## config.mk

```make
export PLATFORM = sky130hd
export DESIGN_NAME = exception_ctrl
export DESIGN_NICKNAME = d
export VERILOG_FILES = /design/src/rtl/exception_pkg.sv /design/src/rtl/exc_prio.sv /design/src/rtl/exception_ctrl.sv
export SDC_FILE = /design/constraint.sdc
export NUM_CORES = 1
export LEC_CHECK = 0
export ABC_AREA = 1
export BUFFER_PORTS_ARGS = -buffer_cell sky130_fd_sc_hd__clkbuf_2
export CORE_AREA = 2 2 123 125
export DETAILED_ROUTE_END_ITERATION = 10
export DIE_AREA = 0 0 125 127
export PLACE_DENSITY = 0.72
export SYNTH_ARGS = -nofsm -noshare
export SYNTH_HDL_FRONTEND = slang
export SYNTH_SLANG_ARGS = --single-unit
```

## constraint.sdc

```tcl
create_clock -name clk -period 4.6 [get_ports clk]
set_clock_uncertainty 0.15 [all_clocks]
set_input_delay 0.92 -clock clk [delete_from_list [all_inputs] [get_ports clk]]
set_output_delay 0.92 -clock clk [all_outputs]
set_load 0.01 [all_outputs]
```

## src/rtl/exception_pkg.sv

```systemverilog
// Exception controller shared types: raw fault flags, exception record, cause codes, vector constants.
// Latency: n/a (types and constants only).
// Backpressure: n/a.
package exception_pkg;

    // Raw per-instruction fault flags as collected down the pipeline.
    typedef struct packed {
        logic adel_if;
        logic tlbl_if;
        logic tlb_refill_if;
        logic ri;
        logic cpu;
        logic sys;
        logic bp;
        logic ov;
        logic adel;
        logic ades;
        logic tlbl;
        logic tlbs;
        logic tlb_refill_d;
        logic mod;
    } exc_flags_t;

    // Exception record handed to CP0 and the fetch redirect.
    typedef struct packed {
        logic        valid;
        logic [4:0]  code;
        logic [31:0] pc;
        logic        in_delay_slot;
        logic [31:0] badvaddr;
        logic [31:0] location;
        logic [3:0]  ce;
    } exception_t;

    localparam logic [4:0] EXC_INT  = 5'd0;
    localparam logic [4:0] EXC_MOD  = 5'd1;
    localparam logic [4:0] EXC_TLBL = 5'd2;
    localparam logic [4:0] EXC_TLBS = 5'd3;
    localparam logic [4:0] EXC_ADEL = 5'd4;
    localparam logic [4:0] EXC_ADES = 5'd5;
    localparam logic [4:0] EXC_SYS  = 5'd8;
    localparam logic [4:0] EXC_BP   = 5'd9;
    localparam logic [4:0] EXC_RI   = 5'd10;
    localparam logic [4:0] EXC_CPU  = 5'd11;
    localparam logic [4:0] EXC_OV   = 5'd12;

    localparam logic [31:0] VEC_BASE_BOOT   = 32'hBFC0_0200;
    localparam logic [31:0] VEC_BASE_NORMAL = 32'h8000_0000;
    localparam logic [31:0] VEC_OFS_REFILL  = 32'h0000_0000;
    localparam logic [31:0] VEC_OFS_INT     = 32'h0000_0200;
    localparam logic [31:0] VEC_OFS_GENERAL = 32'h0000_0180;

    // CP0 Status / Cause bit positions used here.
    localparam int STATUS_IE  = 0;
    localparam int STATUS_EXL = 1;
    localparam int STATUS_ERL = 2;
    localparam int STATUS_BEV = 22;
    localparam int CAUSE_IV   = 23;

endpackage

```

## src/rtl/exc_prio.sv

```systemverilog
// Exception priority encoder: picks the winning cause code and the bad virtual address source.
// Latency: purely combinational.
// Backpressure: none; evaluated every cycle from the commit-stage flags.
// Ports: flags/int_pending/pc/dataaddr in; take (any cause), code, badvaddr, tlb_refill (winner is a refill miss) out.
module exc_prio
    import exception_pkg::*;
(
    input  exc_flags_t  flags,
    input  logic        int_pending,
    input  logic [31:0] pc,
    input  logic [31:0] dataaddr,
    output logic        take,
    output logic [4:0]  code,
    output logic [31:0] badvaddr,
    output logic        tlb_refill
);

    always_comb begin
        take       = 1'b1;
        code       = EXC_INT;
        badvaddr   = 32'h0;
        tlb_refill = 1'b0;
        if (int_pending) begin
            code = EXC_INT;
        end else if (flags.adel_if) begin
            code     = EXC_ADEL;
            badvaddr = pc;
        end else if (flags.tlbl_if || flags.tlb_refill_if) begin
            code       = EXC_TLBL;
            badvaddr   = pc;
            tlb_refill = flags.tlb_refill_if;
        end else if (flags.ri) begin
            code = EXC_RI;
        end else if (flags.cpu) begin
            code = EXC_CPU;
        end else if (flags.sys) begin
            code = EXC_SYS;
        end else if (flags.bp) begin
            code = EXC_BP;
        end else if (flags.ov) begin
            code = EXC_OV;
        end else if (flags.adel || flags.ades) begin
            code     = flags.adel ? EXC_ADEL : EXC_ADES;
            badvaddr = dataaddr;
        end else if (flags.tlbl || flags.tlbs || flags.tlb_refill_d) begin
            // A data refill miss carries no direction of its own; it reports as
            // a load miss unless the store flag is also raised.
            code       = (flags.tlbl || (flags.tlb_refill_d && !flags.tlbs)) ? EXC_TLBL : EXC_TLBS;
            badvaddr   = dataaddr;
            tlb_refill = flags.tlb_refill_d;
        end else if (flags.mod) begin
            code     = EXC_MOD;
            badvaddr = dataaddr;
        end else begin
            take = 1'b0;
        end
    end

endmodule

```

## src/rtl/exception_ctrl.sv

```systemverilog
// Commit-stage exception/interrupt/eret controller with flush sequencing and interrupt sync.
// Latency: exception_info.valid / is_eret pulse 1 cycle after the accepted commit.
// Backpressure: commit_ready drops for the whole flush until the cycle after flush_done.
// Ports: commit_* (instruction + flags), ext_int/timer_interrupt/cp0_status/cp0_cause, flush_done in;
//        commit_ready, flush, exception_info, is_eret, interrupt_info (Cause.IP) out.
module exception_ctrl
    import exception_pkg::*;
(
    input  logic        clk,
    input  logic        reset,
    input  logic        commit_valid,
    input  logic [31:0] commit_pc,
    input  logic        commit_in_delay_slot,
    input  logic [31:0] commit_dataaddr,
    input  exc_flags_t  commit_exc,
    input  logic [1:0]  commit_ce,
    input  logic        commit_is_eret,
    input  logic        commit_wr_status,
    input  logic [5:0]  ext_int,
    input  logic        timer_interrupt,
    input  logic [31:0] cp0_status,
    input  logic [31:0] cp0_cause,
    input  logic        flush_done,
    output logic        commit_ready,
    output logic        flush,
    output exception_t  exception_info,
    output logic        is_eret,
    output logic [7:0]  interrupt_info
);

    typedef enum logic {IDLE, FLUSH} state_t;

    state_t      state;
    logic [5:0]  int_sync1;
    logic [5:0]  int_sync2;
    logic        blackout;
    logic        int_pending;
    logic        take;
    logic [4:0]  code;
    logic [31:0] badvaddr;
    logic        tlb_refill;
    logic [31:0] vec_base;
    logic [31:0] vec_ofs;
    exception_t  next_info;

    // Status/Cause fields this block does not interpret.
    logic unused_cp0;
    assign unused_cp0 = ^{cp0_status[31:23], cp0_status[21:16], cp0_status[7:3],
                          cp0_cause[31:24], cp0_cause[22:16], cp0_cause[7:0]};

    assign interrupt_info = {int_sync2[5] | timer_interrupt, int_sync2[4:0], 2'b00};

    // The blackout cycle after a Status/Cause write or eret lets the new
    // mask settle before an interrupt can be taken against it.
    assign int_pending = commit_valid && !blackout
                       && cp0_status[STATUS_IE] && !cp0_status[STATUS_EXL] && !cp0_status[STATUS_ERL]
                       && |(cp0_cause[15:8] & cp0_status[15:8]);

    exc_prio u_prio (
        .flags       (commit_exc),
        .int_pending (int_pending),
        .pc          (commit_pc),
        .dataaddr    (commit_dataaddr),
        .take        (take),
        .code        (code),
        .badvaddr    (badvaddr),
        .tlb_refill  (tlb_refill)
    );

    always_comb begin
        vec_base = cp0_status[STATUS_BEV] ? VEC_BASE_BOOT : VEC_BASE_NORMAL;
        if (tlb_refill && !cp0_status[STATUS_EXL]) begin
            vec_ofs = VEC_OFS_REFILL;
        end else if (code == EXC_INT && cp0_cause[CAUSE_IV]) begin
            vec_ofs = VEC_OFS_INT;
        end else begin
            vec_ofs = VEC_OFS_GENERAL;
        end
        next_info.valid         = 1'b1;
        next_info.code          = code;
        next_info.pc            = commit_pc;
        next_info.in_delay_slot = commit_in_delay_slot;
        next_info.badvaddr      = badvaddr;
        next_info.location      = vec_base + vec_ofs;
        next_info.ce            = (code == EXC_CPU) ? (4'b0001 << commit_ce) : 4'b0000;
    end

    always_ff @(posedge clk) begin
        if (reset) begin
            state          <= IDLE;
            int_sync1      <= '0;
            int_sync2      <= '0;
            blackout       <= 1'b0;
            exception_info <= '0;
            is_eret        <= 1'b0;
            flush          <= 1'b0;
            commit_ready   <= 1'b1;
        end else begin
            int_sync1 <= ext_int;
            int_sync2 <= int_sync1;
            blackout  <= (state == IDLE) && commit_valid && (commit_wr_status || commit_is_eret);
            exception_info.valid <= 1'b0;
            is_eret              <= 1'b0;
            case (state)
                IDLE: begin
                    if (commit_valid && (take || commit_is_eret)) begin
                        state        <= FLUSH;
                        flush        <= 1'b1;
                        commit_ready <= 1'b0;
                        // A faulting eret reports the fault, not the return.
                        if (take) begin
                            exception_info <= next_info;
                        end else begin
                            is_eret <= 1'b1;
                        end
                    end
                end
                FLUSH: begin
                    if (flush_done) begin
                        state        <= IDLE;
                        flush        <= 1'b0;
                        commit_ready <= 1'b1;
                    end
                end
                default: state <= IDLE;
            endcase
        end
    end

endmodule

```

=== Word-level counts from Yosys, hierarchy flattened ===
Cells that the tools add are included.

* Register bits: 124
* Output and inout port bits: 118
* Word-level logic and storage cells: 110

* $add $sub $neg: 1
* Equal/unequal tests: 3
* Shift-type cells: 1
* Multiplexer cells: 60
* Bitwise gates (word level): 4
* Reductions and logical operators: 27

{| class="wikitable"
|+ Operator list
! operator !! count
|-
| two-way mux 32 bit || 11
|-
| two-way mux 107 bit || 1
|-
| two-way mux 5 bit || 10
|-
| adder 32 bit || 1
|-
| two-way mux 1 bit || 31
|-
| two-way mux 30 bit || 1
|-
| two-way mux 10 bit || 2
|-
| logical AND 1 bit || 11
|-
| bitwise AND 8 bit || 1
|-
| OR reduction 8 bit || 1
|-
| logical OR 1 bit || 7
|-
| case mux 1 bit (2 select lines) || 3
|-
| equality test 5 x 4 -> 1 bit, second input constant || 1
|-
| zero test 5 bit || 1
|-
| zero test 1 bit || 4
|-
| two-way mux 4 bit || 1
|-
| left shift 1 x 2 -> 4 bit, first input constant || 1
|-
| AND reduction 3 bit || 1
|-
| OR reduction 3 bit || 1
|-
| inequality test 2 x 1 -> 1 bit, second input constant || 1
|-
| inequality test 2 bit, second input constant || 1
|-
| NOT 1 bit || 2
|-
| AND reduction 2 bit || 1
|-
| OR 1 bit || 1
|}

=== Logic depth before layout (Yosys ltp) ===
Gate-level depths: netlist of run 1.

* Word-level depth: 20
* Gate-level depth with buffers: 13

=== Cells and area by module ===
A second synthesis of run 1 with hierarchy kept.

* Cells, all modules: 645
* Area total of the unflattened synthesis: 4727.0 um^2

{| class="wikitable"
|+ By module, submodules not included
! module !! instances !! cells each !! area an instance (um^2) !! sequential area each (um^2)
|-
| exception_ctrl || 1 || 481 || 3812.4 || 1941.9
|-
| exc_prio || 1 || 164 || 914.6 || 0.0
|}

=== Worst setup path after synthesis of run 1 ===
Ideal clock, no wire load.

* Path type: input port to flip-flop
* Start point: input port commit_valid
* End point: register exception_info[13] (netlist bit)
* Setup time: 116 ps
* Arrival: 2117 ps
* Required time: 4334 ps
* Path slack: 2217 ps
* Stages: 12
* Buffers on the path: 0
* Cell sequence: inv_1 or2_0 nor2_1 nand2_2 nand2_1 nand2_1 nor2_1 nand3_1 inv_1 ha_1 o21ai_0 nor2_1

{| class="wikitable"
|+ RTL lines
! what !! line !! text
|-
| start, declared || exception_ctrl.sv:11 || <nowiki>input logic commit_valid,</nowiki>
|-
| end signal, assigned || exception_ctrl.sv:112 || <nowiki>exception_info <= next_info;</nowiki>
|-
| end, declared || exception_ctrl.sv:26 || <nowiki>output exception_t exception_info,</nowiki>
|}

==> results of run 1 <==
==> flip-flops by register name (all words and copies together) (netlist names) <==
signal          cells
blackout            1
commit_ready        1
exception_info     79
flush               1
int_sync1           6
int_sync2           6
is_eret             1
state               1
==> cell families (layout without fill, tap and decap cells) <==
group                    after synthesis  after routing  synth area share, %
AO/OA/AOI/OAI                        134            134                16.16
adder cells (fa/ha/maj)                1              1               0.2896
buffers and inverters                145            312                17.35
flip-flops                            96             96                44.50
other                                  1             22              0.08682
AND/OR/NAND/NOR                      229            229                21.61
==> stage by stage <==
step	std cells	utilization (%)	hold WS (ns)	setup WS (ns)	cell area (sq um)
final	978	38.89	0.2532	1.861	5609
after global routing	978	38.89	0.2755	1.637	5609
after CTS	978	38.89	0.2551	1.856	5609
after detailed placement	962	36.61	0.2417	1.484	5280
after global placement	962	36.61	0.2395	1.512	5280
after floorplan	627	-	0.2383	2.217	4398
==> path summary, 6_finish.rpt <==
| path | start | to | slack [ns] |
|---|---|---|---|
| setup / recovery | commit_exc[13] | exception_info[13] | 1.86 |
| hold reg to reg | int_sync1[1] | int_sync2[1] | 0.25 |
| setup reg to reg | blackout | exception_info[43] | 2.39 |
| hold / removal | int_sync1[1] | int_sync2[1] | 0.25 |
==> cell usage after synthesis (all sizes together) <==
library cell	instances	area share (%)
nand2	130	12
dfxtp	96	44
nor2	82	7.4
inv	79	7.0
o21ai	59	6.9
a21oi	58	6.7
buf	50	9.0
clkbuf	15	1.3
o22ai	15	2.2
nand3	9	1.3
or2	3	0.43
nand3b	2	0.35
a211oi	1	0.17
clkinv	1	0.087
conb	1	0.087
ha	1	0.29
nand4	1	0.14
nor3	1	0.12
nor3b	1	0.17
o21bai	1	0.17
==> metal layers <==
layer / share of wire [%] / global-route usage [%]
met5: 0 / 0
met4: 2.5 / 7.255
met3: 6.0 / 3.266
met2: 48 / 26.15
met1: 44 / 19.05
==> cell type report <==
| cell class | instances | area (sq um) |
|---|---|---|
| fill | 1557 | 8815 |
| clock buffer | 10 | 239.0 |
| sequential | 96 | 1922 |
| clock inverter | 6 | 90.09 |
| timing repair buffer | 216 | 1096 |
| inverter | 80 | 305.3 |
| multi-input combinational | 386 | 1727 |
| tap | 184 | 230.2 |
==> power breakdown <==
group | total [mW] | leakage (nW) | switching, mW | internal [mW]
Combinational | 0.318 | 2.03 | 0.192 | 0.126
Clock | 0.821 | 0.159 | 0.327 | 0.493
Sequential | 0.914 | 0.792 | 0.0275 | 0.887
Total | 2.05 | 2.98 | 0.547 | 1.51
==> worst register-to-register path: stages, from the launching register on <==
cell	delay [ns]
dfxtp_1	0.30
or2_0	0.22
nor2_1	0.11
nand2_2	0.14
nand3_4	0.15
nand2_4	0.07
inv_4	0.31
nand2_2	0.11
inv_4	0.31
nand2_1	0.11
a21oi_1	0.15
==> impl_metrics.py, run 1 <==
metrics = {
    "run_status": {
        "status": "complete, no violations",
    },
    "global_routing": {
        "antenna_found_initial": 0,
        "grt_pass1_wl_um": 19640,
        "grt_pass1_vias": 3942,
        "grt_max_degree": 59,
        "overflow": 0,
        "grt_use_total_pct": 15.51,
    },
    "clocking": {
        "cts_tree": "built",
        "cts_made_buffers": 9,
        "clkLatencyLatePin_ns": 0.34,
        "hold_buffers": 0,
        "clock_sinks": 96,
        "cts_htree_levels": 3,
        "postCtsSetupBuffers": 0,
        "clockBufferDepth": 2,
        "clock-root-buffer": "clkbuf_16",
        "cts_resized": 0,
        "clkTransAtPathRegs_ns": 0.07,
    },
    "routing": {
        "first_iter_violations": 205,
        "drt_wl_total_um": 12650,
        "drc": 0,
        "vias_per_cell": 4.313,
        "drtPass1Iterations": 4,
        "num_vias": 4218,
        "wire_per_inst_um": 12.93,
        "drtAntennaViolNets": 0,
    },
    "critical_path": {
        "crit_fanout": 19,
        "crit_chain": "clkbuf_2 > inv_1 > nand2_2 > clkinv_1 > buf_4 > nand2_1 > nor2_1 > nand2_1 > nand3_1 > inv_1 > ha_1 > o21ai_0 > nor2_1",
        "ff2ff_path_depth": 10,
        "critPathLaunchType": "primary input",
        "crit_cells": 13,
        "worstSetupEndpointType": "register",
        "crit_family": "simple AND/OR/NAND/NOR gates",
        "cp_slowest_stage_delay_ns": 0.31,
        "path_class": "primary input to register",
        "cp_slowest_cell": "nand2_2",
        "required_ns": 4.69,
        "arrival_ns": 2.83,
        "crit_buf_inv": 5,
    },
    "power_and_ir_drop": {
        "p_per_area_nw_per_um2": 366.0,
        "power.total_mw": 2.053,
        "peakVddDrop_mv": 0.1679,
        "p_leak_nw": 2.978,
    },
    "final_layout": {
        "final_common_cell": "clkbuf_2",
        "final_cell_mix": "clkbuf_2 (210), nand2_1 (126), dfxtp_1 (96)",
        "syn_to_final_growth_pct": 29.87,
        "nets": 948,
        "antennaDiodeCount": 0,
        "drive_gt1_share_pct": 30.73,
    },
    "timing": {
        "slew_viol_final": 0,
        "setup_viol": 0,
        "relSlewSlack_pct": 56.38,
        "post-route-period-util_pct": 59.55,
        "setup_tns_ns": 0,
        "tightest_slew_ns": 0.6537,
        "period_needed_ns": 2.739,
        "rsz0062_at_grt": "false",
        "hold_viol_final": 0,
        "maxClockFrequency_mhz": 365.1,
    },
    "synth": {
        "ys_types": 32,
        "synth-seq-area-share_pct": 44.50,
        "ys_warn_count": 0,
        "synth_seq_cells": 96,
        "synth_area_sq_um": 4319,
        "synthCells": 606,
        "syn_area_per_cell_sq_um": 7.127,
    },
    "worst_hold_path": {
        "hold-path-cell-count": 2,
        "min_path_type": "register to register",
    },
    "floorplanning": {
        "die-area_sq_um": 15880,
        "chipWidth_um": 125,
        "io_pins": 276,
        "fp.dieH_um": 127,
        "start_util_pct": 29.94,
        "core-area_sq_um": 14420,
        "rows": 44,
    },
    "placement": {
        "post-dp-hpwl_um": 9124,
        "gp_congestion": 0.8287,
        "io_buffers": 210,
    },
    "run": {
        "max_cap_viol_count": 0,
    },
}
Power figures use the tool's default switching activity.
==> run 2: changes to the inputs <==
clock period = 2.6 ns   (was 4.6 ns; I/O delays follow)
==> impl_metrics.py, run 2 (synthesis results as in run 1) <==
metrics = {
    "global_routing": {
        "grt_use_total_pct": 15.47,
        "grt_pass1_vias": 3974,
        "grt_pass1_wl_um": 19630,
        "grt_max_degree": 60,
        "antenna_found_initial": 0,
        "overflow": 0,
    },
    "worst_hold_path": {
        "min_path_type": "primary input to register",
    },
    "power_and_ir_drop": {
        "p_leak_nw": 2.995,
        "peakVddDrop_mv": 0.2757,
        "p_per_area_nw_per_um2": 641.0,
    },
    "clocking": {
        "clock_sinks": 96,
        "cts_htree_levels": 3,
        "hold_buffers": 0,
        "clkTransAtPathRegs_ns": 0.07,
        "postCtsSetupBuffers": 0,
        "cts_made_buffers": 9,
        "clkLatencyLatePin_ns": 0.34,
        "clock-root-buffer": "clkbuf_16",
        "clockBufferDepth": 2,
        "cts_resized": 0,
        "cts_tree": "built",
    },
    "timing": {
        "setup_tns_ns": 0,
        "slew_viol_final": 0,
        "post-route-period-util_pct": 78.21,
        "setup_ws_ns": 0.5666,
        "setup_viol": 0,
        "maxClockFrequency_mhz": 491.8,
        "period_needed_ns": 2.033,
        "rsz0062_at_grt": "false",
        "hold_viol_final": 0,
    },
    "routing": {
        "drt_wl_total_um": 12570,
        "wire_per_inst_um": 12.80,
        "drtPass1Iterations": 5,
        "drtAntennaViolNets": 0,
        "num_vias": 4244,
        "vias_per_cell": 4.322,
        "drc": 0,
        "first_iter_violations": 202,
    },
    "final_layout": {
        "syn_to_final_growth_pct": 30.97,
        "largest_reg_flops": 79,
        "top_register": "exception_info",
        "final_core_util_pct": 39.22,
        "drive_gt1_share_pct": 30.95,
        "final_common_cell": "clkbuf_2",
        "final_cell_mix": "clkbuf_2 (210), nand2_1 (126), dfxtp_1 (96)",
        "antennaDiodeCount": 0,
        "reg_top3": "exception_info: 79 flops, int_sync1: 6 flops, int_sync2: 6 flops",
        "nets": 952,
    },
    "run": {
        "max_cap_viol_count": 0,
    },
    "run_status": {
        "status": "complete, no violations",
    },
    "critical_path": {
        "path_class": "register to register",
        "arrival_ns": 2.12,
        "required_ns": 2.69,
        "critPathLaunchType": "register",
        "rrSetupSlack_ns": 0.57,
        "worstSetupEndpointType": "register",
        "crit_fanout": 7,
    },
    "floorplanning": {
        "fp.dieH_um": 127,
        "die-area_sq_um": 15880,
        "chipWidth_um": 125,
        "io_pins": 276,
        "rows": 44,
        "core-area_sq_um": 14420,
        "start_util_pct": 29.94,
    },
    "placement": {
        "io_buffers": 210,
        "post-dp-hpwl_um": 9233,
        "dp_slack_ns": 0.2358,
        "gp_congestion": 0.8413,
    },
}
run 2: where the power goes:
part           internal (mW)  switching [mW]
logic                  0.233           0.343
clock network          0.849           0.585
registers               1.57          0.0481
run 2: routing by layer:
metal | wire length [um] | track usage (%) | vias to the layer above
li1 | - | - | 2207
met1 | 5301 | 18.06 | 1867
met2 | 6125 | 27.59 | 155
met3 | 898 | 3.350 | 15
met4 | 244 | 6.405 | 0
met5 | 0 | 0 | -
run 2: path summary, 6_finish.rpt:
check                             startpoint            endpoint  depth (start not counted)
worst max-delay path                blackout  exception_info[13]                         11
worst min-delay path              ext_int[0]        int_sync1[0]                          3
worst max register to register      blackout  exception_info[13]                         11
worst min register to register  int_sync1[0]        int_sync2[0]                          2
run 2: critical path, cell delays in order (launching register included):
cell	delay (ns)
dfxtp_1	0.30
or2_0	0.21
nor2_1	0.11
nand2_2	0.15
nand2_1	0.13
nand2_1	0.06
nor2_1	0.09
nand3_1	0.14
inv_1	0.15
ha_1	0.24
o21ai_0	0.15
nor2_1	0.05
run 2: area by class of cell:
class | instances | area (sq um)
Clock buffer | 10 | 229.0
Clock inverter | 6 | 92.59
Fill cell | 1580 | 8767
Inverter | 80 | 305.3
Multi-Input combinational cell | 386 | 1727
Sequential cell | 96 | 1922
Tap cell | 184 | 230.2
Timing Repair Buffer | 220 | 1151
run 2: per-stage QoR:
step / std cells / total power [mW] / hold WS [ns] / cell area (sq um)
after floorplan: 627 / 2.013 / 0.2383 / 4398
after global placement: 966 / 2.222 / 0.2401 / 5335
after detailed placement: 966 / 2.232 / 0.2450 / 5335
after CTS: 982 / 3.685 / 0.1906 / 5657
after global routing: 982 / 3.826 / 0.2022 / 5657
final: 982 / 3.626 / 0.2071 / 5657
==> run 3: changes to the inputs <==
ABC_AREA = 0   (was 1)
CORE_AREA = 2 2 133 135   (was 2 2 123 125)
DIE_AREA = 0 0 135 137   (was 0 0 125 127)
PLACE_DENSITY = 0.71   (was 0.72)
clock period = 1.6 ns   (was 2.6 ns; I/O delays follow)
==> impl_metrics.py, run 3 <==
metrics = {
    "run_status": {
        "status": "complete, but fails checks",
        "violations": "negative setup slack",
    },
    "clocking": {
        "clock_sinks": 96,
        "cts_tree": "built",
        "cts_htree_levels": 3,
        "cts_made_buffers": 9,
        "hold_buffers": 0,
        "clkLatencyLatePin_ns": 0.35,
        "clockBufferDepth": 2,
        "clock-root-buffer": "clkbuf_16",
        "clkTransAtPathRegs_ns": 0.07,
    },
    "floorplanning": {
        "chipWidth_um": 135,
        "io_pins": 276,
        "fp.dieH_um": 137,
        "die-area_sq_um": 18500,
        "start_util_pct": 29.36,
        "rows": 48,
        "core-area_sq_um": 17060,
    },
    "global_routing": {
        "grt_pass1_vias": 4436,
        "grt_pass1_wl_um": 23070,
        "grt_max_degree": 68,
        "antenna_found_initial": 0,
        "grt_use_total_pct": 16.28,
        "overflow": 0,
    },
    "synth": {
        "synth_common_cells": "dfxtp_1 (96), nand2b_1 (81), nor2b_1 (47)",
        "synthFlopType": "dfxtp_1",
        "ys_async_sr_fraction_pct": 0,
        "synth_edf_count": 0,
        "ys_warn_count": 0,
        "synthCells": 547,
        "ys_types": 49,
        "synth.most_common_cell": "dfxtp_1",
        "synth_area_leaders": "dfxtp_1 (38%), nand2b_1 (10%), mux2i_1 (7.8%), mux2_1 (7.0%), nor2b_1 (5.9%)",
        "synth-seq-area-share_pct": 38.37,
        "syn_area_per_cell_sq_um": 9.156,
        "synth_seq_cells": 96,
        "synth_area_leader_cell": "dfxtp_1",
        "synth_top_area_share_pct": 38.37,
        "synth_area_sq_um": 5009,
    },
    "routing": {
        "wire_per_inst_um": 16.58,
        "num_vias": 4718,
        "drtPass1Iterations": 4,
        "drc": 0,
        "vias_per_cell": 4.657,
        "drtAntennaViolNets": 0,
        "first_iter_violations": 175,
        "drt_wl_total_um": 16790,
    },
    "final_layout": {
        "final_common_cell": "clkbuf_2",
        "syn_to_final_growth_pct": 50.91,
        "final_cell_mix": "clkbuf_2 (208), dfxtp_1 (96), nand2b_1 (81)",
        "reg_top3": "exception_info: 79 flops, int_sync1: 6 flops, int_sync2: 6 flops",
        "antennaDiodeCount": 0,
        "instances_no_fill": 1013,
        "nets": 942,
        "largest_reg_flops": 79,
        "drive_gt1_share_pct": 48.22,
        "top_register": "exception_info",
        "stdcell_area_sq_um": 7559,
    },
    "timing": {
        "slew_viol_final": 0,
        "setup_ws_ns": -0.3342,
        "hold_viol_final": 0,
        "setup_viol": 81,
        "post-route-period-util_pct": 120.9,
        "period_needed_ns": 1.934,
        "setup_tns_ns": -19.64,
        "rsz0062_at_grt": "true",
        "maxClockFrequency_mhz": 517.0,
    },
    "power_and_ir_drop": {
        "peakVddDrop_mv": 0.5799,
        "p_sw_share_pct": 28.50,
        "p_per_area_nw_per_um2": 819.6,
        "p_switching_mw": 1.765,
        "p_leak_nw": 3.437,
        "clkPwrFrac_pct": 37.1,
        "p_int_mw": 4.430,
        "seqPwrFrac_pct": 42.1,
        "comb_power_share_pct": 20.8,
        "power.total_mw": 6.195,
    },
    "worst_hold_path": {
        "hp-start": "ext_int[4]",
        "worstHoldEndpoint": "int_sync1[4]",
        "hold-path-cell-count": 2,
        "min_path_type": "primary input to register",
    },
    "critical_path": {
        "crit_fanout": 8,
        "ff2ff_path_depth": 7,
        "arrival_ns": 2.08,
        "required_ns": 1.75,
        "worstSetupEndpointType": "register",
        "path_class": "primary input to register",
        "cp_slowest_cell": "or4_4",
        "cp_slowest_stage_delay_ns": 0.55,
        "crit_buf_inv": 3,
        "cpMostUsedCell": "buf_6",
        "reg2reg_from": "blackout",
        "crit_family": "simple AND/OR/NAND/NOR gates",
        "rrSetupSlack_ns": -0.32,
        "critPathLaunchType": "primary input",
        "crit_chain": "buf_6 > or4_4 > a211oi_4 > buf_6 > buf_12 > nand3_4 > a211oi_2 > mux2_4",
        "r2r-end": "exception_info[66]",
    },
    "placement": {
        "post-dp-hpwl_um": 10940,
        "dpl_cell_area_sq_um": 6571,
        "dp_cells": 979,
        "gp_congestion": 0.7674,
        "io_buffers": 210,
    },
    "run": {
        "max_cap_viol_count": 0,
    },
}
run 3: cell count changes in the layout (fill, tap and decap cells not counted), sizes merged, moves of 39 or more:
cell / delta
nand2: -95
nand2b: +81
nor2: -74
inv: -69
buf: +57
a21oi: -54
o21ai: -54
nor2b: +47
mux2i: +39
run 3: how the worst max path moves through the flow:
stage | startpoint | slack [ns] | cells after the start | to
after floorplan | commit_exc[10] | -0.32 | 6 | exception_info[49]
after global placement | commit_exc[10] | -0.72 | 8 | exception_info[13]
after detailed placement | commit_exc[10] | -0.74 | 8 | exception_info[13]
after CTS | blackout | -0.25 | 8 | exception_info[86]
after global routing | commit_exc[7] | -0.38 | 8 | exception_info[51]
final | commit_exc[7] | -0.33 | 8 | exception_info[51]
run 3: power by group through the flow:
stage | sequential, mW | combinational [mW] | clock (mW)
finish | 2.61 | 1.29 | 2.30
global route | 2.63 | 1.39 | 2.45
floorplan | 2.72 | 0.588 | 0
detailed placement | 2.66 | 1.11 | 0
global placement | 2.66 | 1.10 | 0
CTS | 2.61 | 1.19 | 2.37
run 3: per-layer routing:
metal	vias to the layer above	part of all wire (%)	GRT usage [%]	routed length [um]
met5	-	0	0	0
met4	0	2.0	6.713	337
met3	25	7.5	3.963	1255
met2	197	47	27.27	7868
met1	2201	44	20.05	7329
li1	2295	-	-	-
run 3: cells by family (layout without fill, tap and decap cells):
family	Yosys count	in the layout	synth area share, %
adder cells (fa/ha/maj)	1	1	0.2498
buffers and inverters	84	304	10.02
flip-flops	96	96	38.37
AND/OR/NAND/NOR	229	229	26.28
multiplexers	72	72	15.21
AO/OA/AOI/OAI	64	64	9.793
other	1	22	0.07487
run 3: timing repair:
item	CTS	global route
pin swaps	3	29
endpoints found under the setup margin	81	81
gates resized for setup	22	57
gates cloned	2	7
buffers inserted	3	6
run 3: per-stage QoR:
step / worst slack, ns / util (%) / hold slack [ns]
floorplan: -0.3227 / - / 0.2638
global placement: -0.7176 / 38.53 / 0.2661
detailed placement: -0.7384 / 38.53 / 0.2712
CTS: -0.2458 / 41.49 / 0.01012
global route: -0.3810 / 44.31 / 0.02107
finish: -0.3342 / 44.31 / 0.02432
run 3: cell type report:
| cell class | instances | area, sq um |
|---|---|---|
| flip-flops and latches | 96 | 1922 |
| clock buffers | 9 | 225.2 |
| repair buffers | 280 | 1901 |
| fillers | 1655 | 9498 |
| multi-input cells | 388 | 3114 |
| clock inverters | 7 | 85.08 |
| well taps | 225 | 281.5 |
| inverters | 8 | 30.03 |
run 3: worst reg2reg max path, stage by stage, from the launching register on:
cell	delay (ns)
dfxtp_1	0.31
nand3b_1	0.18
nor3_4	0.20
buf_4	0.15
and2_4	0.27
clkbuf_16	0.21
a211oi_1	0.05
mux2_1	0.28
